## config.mk

```make
export PLATFORM = sky130hd
export DESIGN_NAME = himax_strobe_sched
export DESIGN_NICKNAME = d
export VERILOG_FILES = /design/src/rtl/himax_strobe_sched.sv
export SDC_FILE = /design/constraint.sdc
export NUM_CORES = 1
export LEC_CHECK = 0
export CAP_MARGIN = 5
export CORE_AREA = 2 2 73 75
export DETAILED_ROUTE_END_ITERATION = 7
export DIE_AREA = 0 0 75 77
export GPL_TIMING_DRIVEN = 1
export MAX_ROUTING_LAYER = met4
export SYNTH_ARGS = -nofsm -noshare
export SYNTH_HDL_FRONTEND = slang
export SYNTH_SLANG_ARGS = --single-unit
```

## constraint.sdc

```tcl
create_clock -name clk -period 5.7 [get_ports clk]
set_clock_uncertainty 0.15 [all_clocks]
set_input_delay 0.855 -clock clk [delete_from_list [all_inputs] [get_ports clk]]
set_output_delay 0.855 -clock clk [all_outputs]
set_load 0.05 [all_outputs]
```

## src/rtl/himax_strobe_sched.sv

```systemverilog
// ============================================================================
// Module      : himax_strobe_sched
// Description : Frame-level IR LED strobe scheduler. It tracks vsync frame
//               boundaries, alternates lit and dark frames, and runs a
//               search/acquire/track FSM that is driven by hand-detection
//               results. The optional vsync watchdog is built only when the
//               macro STROBE_WATCHDOG_EN is defined.
// Revision    : 1.0 - initial release
// ============================================================================
`default_nettype none

module himax_strobe_sched #(
    parameter int unsigned LOCK_FRAMES = 4,
    parameter int unsigned LOST_FRAMES = 8,
    parameter logic [23:0] WDOG_CYCLES = 24'd4000000
) (
    input  logic        clk,
    input  logic        reset,
    input  logic        i_vs,
    input  logic        i_enable,
    input  logic        i_det_valid,
    input  logic        i_det_hit,
    output logic        o_strobe_req,
    output logic        o_search,
    output logic        o_frame_lit,
    output logic [1:0]  o_state,
    output logic [15:0] o_frame_cnt,
    output logic        o_wdog
);

    typedef enum logic [1:0] {
        ST_IDLE    = 2'd0,
        ST_SEARCH  = 2'd1,
        ST_ACQUIRE = 2'd2,
        ST_TRACK   = 2'd3
    } state_t;

    localparam logic [3:0] c_lock_frames = 4'(LOCK_FRAMES);
    localparam logic [3:0] c_lost_frames = 4'(LOST_FRAMES);

    state_t      r_state;
    logic [2:0]  r_vs_sync;
    logic        r_phase;
    logic [3:0]  r_hit_cnt;
    logic [3:0]  r_miss_cnt;
    logic        r_strobe_req;
    logic        r_frame_lit;
    logic        r_search;
    logic [15:0] r_frame_cnt;

    logic        w_fe;
    logic        w_wdog_fire;
    logic [3:0]  w_hit_inc;
    logic [3:0]  w_miss_inc;

    // The frame boundary is the vsync falling edge: stage2 is low and stage3 is still high.
    assign w_fe       = ~r_vs_sync[1] & r_vs_sync[2];
    assign w_hit_inc  = r_hit_cnt + 4'd1;
    assign w_miss_inc = r_miss_cnt + 4'd1;

`ifdef STROBE_WATCHDOG_EN
    logic [23:0] r_wdog_cnt;
    logic        r_wdog;

    // An fe takes priority, so the frame that ends a stall resumes normally.
    assign w_wdog_fire = (r_wdog_cnt == WDOG_CYCLES) && !w_fe && (r_state != ST_IDLE);

    always_ff @(posedge clk) begin
        if (reset) begin
            r_wdog_cnt <= 24'd0;
            r_wdog     <= 1'b0;
        end else begin
            if (w_fe)
                r_wdog_cnt <= 24'd0;
            else if (r_wdog_cnt != WDOG_CYCLES)
                r_wdog_cnt <= r_wdog_cnt + 24'd1;

            if (w_fe)
                r_wdog <= 1'b0;
            else if (w_wdog_fire)
                r_wdog <= 1'b1;
        end
    end

    assign o_wdog = r_wdog;
`else
    logic w_unused_wdog;
    assign w_unused_wdog = ^WDOG_CYCLES;
    assign w_wdog_fire   = 1'b0;
    assign o_wdog        = 1'b0;
`endif

    always_ff @(posedge clk) begin
        if (reset) begin
            r_vs_sync    <= 3'b000;
            r_state      <= ST_IDLE;
            r_phase      <= 1'b0;
            r_hit_cnt    <= 4'd0;
            r_miss_cnt   <= 4'd0;
            r_strobe_req <= 1'b0;
            r_frame_lit  <= 1'b0;
            r_search     <= 1'b1;
            r_frame_cnt  <= 16'd0;
        end else begin
            r_vs_sync <= {r_vs_sync[1:0], i_vs};

            if (w_fe)
                r_frame_cnt <= r_frame_cnt + 16'd1;

            if (!i_enable) begin
                r_state      <= ST_IDLE;
                r_phase      <= 1'b0;
                r_hit_cnt    <= 4'd0;
                r_miss_cnt   <= 4'd0;
                r_strobe_req <= 1'b0;
                r_frame_lit  <= 1'b0;
                r_search     <= 1'b1;
            end else if (w_wdog_fire) begin
                // Clearing the phase makes the first frame after the stall a lit frame.
                r_state      <= ST_SEARCH;
                r_phase      <= 1'b0;
                r_hit_cnt    <= 4'd0;
                r_miss_cnt   <= 4'd0;
                r_strobe_req <= 1'b0;
                r_frame_lit  <= 1'b0;
            end else begin
                case (r_state)
                    ST_IDLE: begin
                        if (w_fe) begin
                            r_state    <= ST_SEARCH;
                            r_phase    <= 1'b0;
                            r_hit_cnt  <= 4'd0;
                            r_miss_cnt <= 4'd0;
                        end
                    end
                    default: begin
                        // Outputs latch from the pre-update state, even when a result arrives on the same cycle.
                        if (w_fe) begin
                            r_phase      <= ~r_phase;
                            r_strobe_req <= ~r_phase;
                            r_frame_lit  <= ~r_phase;
                            r_search     <= (r_state == ST_SEARCH) || (r_state == ST_ACQUIRE);
                        end
                        if (i_det_valid) begin
                            case (r_state)
                                ST_SEARCH: begin
                                    if (i_det_hit) begin
                                        r_hit_cnt <= 4'd1;
                                        if (c_lock_frames == 4'd1) begin
                                            r_state    <= ST_TRACK;
                                            r_miss_cnt <= 4'd0;
                                        end else begin
                                            r_state <= ST_ACQUIRE;
                                        end
                                    end
                                end
                                ST_ACQUIRE: begin
                                    if (i_det_hit) begin
                                        r_hit_cnt <= w_hit_inc;
                                        if (w_hit_inc == c_lock_frames) begin
                                            r_state    <= ST_TRACK;
                                            r_miss_cnt <= 4'd0;
                                        end
                                    end else begin
                                        r_hit_cnt <= 4'd0;
                                        r_state   <= ST_SEARCH;
                                    end
                                end
                                ST_TRACK: begin
                                    if (i_det_hit) begin
                                        r_miss_cnt <= 4'd0;
                                    end else if (w_miss_inc == c_lost_frames) begin
                                        r_state    <= ST_SEARCH;
                                        r_hit_cnt  <= 4'd0;
                                        r_miss_cnt <= 4'd0;
                                    end else begin
                                        r_miss_cnt <= w_miss_inc;
                                    end
                                end
                                default: ;
                            endcase
                        end
                    end
                endcase
            end
        end
    end

    assign o_strobe_req = r_strobe_req;
    assign o_frame_lit  = r_frame_lit;
    assign o_search     = r_search;
    assign o_state      = r_state;
    assign o_frame_cnt  = r_frame_cnt;

endmodule

`default_nettype wire

```

==> results.md <==
* Hold buffer count at CTS at 0
* Comb pwr share at 0.044
* Layout cells sized above 1 at 0.08182
* Final Core Density at 0.4206
* Drt first-iter violations at 33
* Hold Path Cell Cnt at 1
* Fmax at 0.3426 GHz
* R2R depth at 7
* Total CTS buffers at 5
* Seq cells post-synth at 32
* Site Rows at 26
* Pleak at 0.7235 nW
* Syn_area_per_cell at 8.836 sq um
* Total net switching power at 0.00009212 W
* Seq pwr share at 0.535
* CTS tree: done
* Synth top area share at 0.3756
* Setup violations, final at 0
* Cell area power density at 202.0 mW/mm^2
* Status: finished clean
* 1st-pass router iterations at 4
* Post-synth EDFFs at 0
* Clock group share of total power at 0.422
* Layout net count at 234
* Setup_tns at 0 ns
* Design area at 0.002093 sq mm
* Core area at 0.004977 sq mm
* Total track usage at 0.1280
* Post-CTS Setup Bufs at 0
* Maxcap violations at 0
* WL final at 3286 um
* Max Transition Viols Final at 0
* Most common flop cell mapped by yosys: dfxtp_1
* Cells after Synth at 193
* Worst-path clk slew at 0.07 ns
* Sequential fraction of the synthesis area at 0.3756
* Hold Path Class: register to register
* Clk_lat worst skew at 0.28 ns
* Die area at 0.005775 sq mm
* Synth top area cells: dfxtp_1, ha_1, nor2_1
* Async set-reset flop share out of synthesis at 0
* Hold Crit Start: r_vs_sync[0]
* First-pass GRT wire length at 5699 um
* Vias after detailed routing at 1382
* Worst-Margin Slew at 0.6736 ns
* Internal at 0.0003307 W
* Sw Ratio at 0.2179
* PortBufs at 26
* DP Worst Slack at 2.460 ns
* Critical path class: input pin to register
* Hold endpoint: r_vs_sync[1]
* FF-to-FF End: r_miss_cnt[2]
* Post-route setup slack at 2.781 ns
* Final hold vios at 0
* Cell taking the most area after synthesis: dfxtp_1
* GPL Wtd Cong at 0.7533
* Syn_nets at 208
* Slew headroom at 0.5495
* # diodes at 0
* P&R area growth vs syn at 22.74%
* Syn Std Cell Area at 0.001705 sq mm
* DRC errors left at 0
* CP Max Fanout at 21
* Global route overflow at 0
* Minimum clock period at 2.919 ns
* Vias per inst at 4.766
* Die Width at 75 um
* Synth cell types at 51
* RSZ-0062 raised after global routing: false
* Post-DP HPWL at 2470 um
* CTS Root Cell: clkbuf_8
* Worst Path Required at 5.78 ns
* CP Capture Type: register
* Post-CTS sizing at 0
* R2r startpoint: o_state[1]
* Bufs on Longest Clock Path at 2
* I/O Pins at 28
* Synthesis warning total at 0
* Crit share post-route at 0.5121
* WL/cell at 11.33 um
* Antenna-violating nets left at 0
* Starting Density at 0.3426
* Initial antenna violation count at 0
* Clock Sinks at 32
* Peak supply drop at 150.8 uV
* Startpoint types: input pin
* R2R setup slack at 3.38 ns
* Post-Place Cell Area at 0.002003 sq mm
* Vias in the first global route at 1254
* Worst EP arrival at 3.00 ns
* H-Tree Level Count at 2
* Largest net degree at the start of global routing at 22
* Die Ht at 77 um
-- final cells by class --
| cell class | count | area [sq um] |
|---|---|---|
| flip-flops and latches | 32 | 640.6 |
| fillers | 490 | 2884 |
| repair buffers | 26 | 260.3 |
| multi-input cells | 149 | 996.0 |
| well taps | 70 | 87.58 |
| inverters | 5 | 18.77 |
| clock buffers | 8 | 90.09 |
-- worst max-delay path: stages --
cell and delay (ns):
clkdlybuf4s50_1 0.76, or2b_1 0.51, or4_4 0.58, nor3b_2 0.19, a31o_1 0.10
-- power by group through the flow --
stage	Combinational, W	Sequential (W)	Clock (W)
after global placement	0.0000187	0.000231	0
after detailed placement	0.0000187	0.000231	0
after global routing	0.0000205	0.000226	0.000195
after floorplan	0.0000123	0.000232	0
final	0.0000185	0.000226	0.000178
after CTS	0.0000187	0.000226	0.000185
-- Yosys cell counts (all sizes together) (4+ instances only) --
| library cell | number |
|---|---|
| dfxtp | 32 |
| o21ai | 7 |
| inv | 5 |
| nand2 | 19 |
| xnor2 | 8 |
| a21oi | 5 |
| nand3 | 7 |
| and4 | 4 |
| xor2 | 7 |
| nand2b | 4 |
| nand3b | 4 |
| nor3 | 4 |
| nor2 | 25 |
| ha | 9 |
| buf | 4 |
| nor2b | 5 |
-- kinds of logic (layout without fill, tap and decap cells) --
| group | after synthesis | count (layout) | synth area share |
|---|---|---|---|
| AOI/OAI and AO/OA | 31 | 31 | 0.1335 |
| DFF | 32 | 32 | 0.3756 |
| xor gates and xnor gates | 15 | 15 | 0.07704 |
| adders and majority gates | 9 | 9 | 0.06603 |
| buffers and inverters | 12 | 39 | 0.04035 |
| muxes | 2 | 2 | 0.01174 |
| and+or+nand+nor | 91 | 91 | 0.2935 |
| other | 1 | 1 | 0.002199 |
-- sequential cells by signal (all words and copies together), names as in the netlist --
register,count
o_search,1
r_miss_cnt,4
o_frame_lit,1
r_vs_sync,3
o_frame_cnt,16
r_phase,1
r_hit_cnt,4
o_state,2
-- metal layers --
metal,wire (um),GRT usage,share of wire
met5,0,-,0
met2,1446,0.1825,0.44
met1,1659,0.1700,0.50
met3,137,0.03679,0.042
met4,43,0.04821,0.013
-- stage by stage --
stage | cells | hold WS [ns] | power, W
2_1_floorplan | 193 | 0.2638 | 0.0002446
3_3_place_gp | 282 | 0.2766 | 0.0002497
3_5_place_dp | 282 | 0.2797 | 0.0002497
4_1_cts | 290 | 0.2949 | 0.0004293
5_1_grt | 290 | 0.3111 | 0.0004418
6_report | 290 | 0.2886 | 0.0004228
-- how the worst max path moves through the flow --
stage | startpoint | slack [ns] | endpoint
CTS | reset | 2.76 | r_miss_cnt[2]
global placement | reset | 2.48 | r_miss_cnt[2]
floorplan | o_state[0] | 3.28 | r_miss_cnt[2]
global route | reset | 2.62 | r_miss_cnt[3]
finish | reset | 2.78 | r_miss_cnt[2]
detailed placement | reset | 2.46 | r_miss_cnt[2]
-- layout by cell type (no fill, tap or decap), types with 2 or more instances in the layout --
cell type	instances
nand4_1	3
and3_1	2
clkbuf_1	2
nand2b_1	4
clkbuf_8	6
a31o_2	2
and4_1	4
mux2i_1	2
dfxtp_1	32
nand2_1	19
inv_1	5
a31oi_1	2
clkdlybuf4s50_1	26
nor2b_1	5
nand3_1	7
xor2_1	7
o21ai_0	6
a21o_1	2
xnor2_1	8
nor2_1	25
a21oi_1	5
nand3b_1	4
nor3_1	4
ha_1	9
a211oi_1	2
and2_1	2
nand4b_1	2
Note: power is estimated with default switching activity, not from simulation.
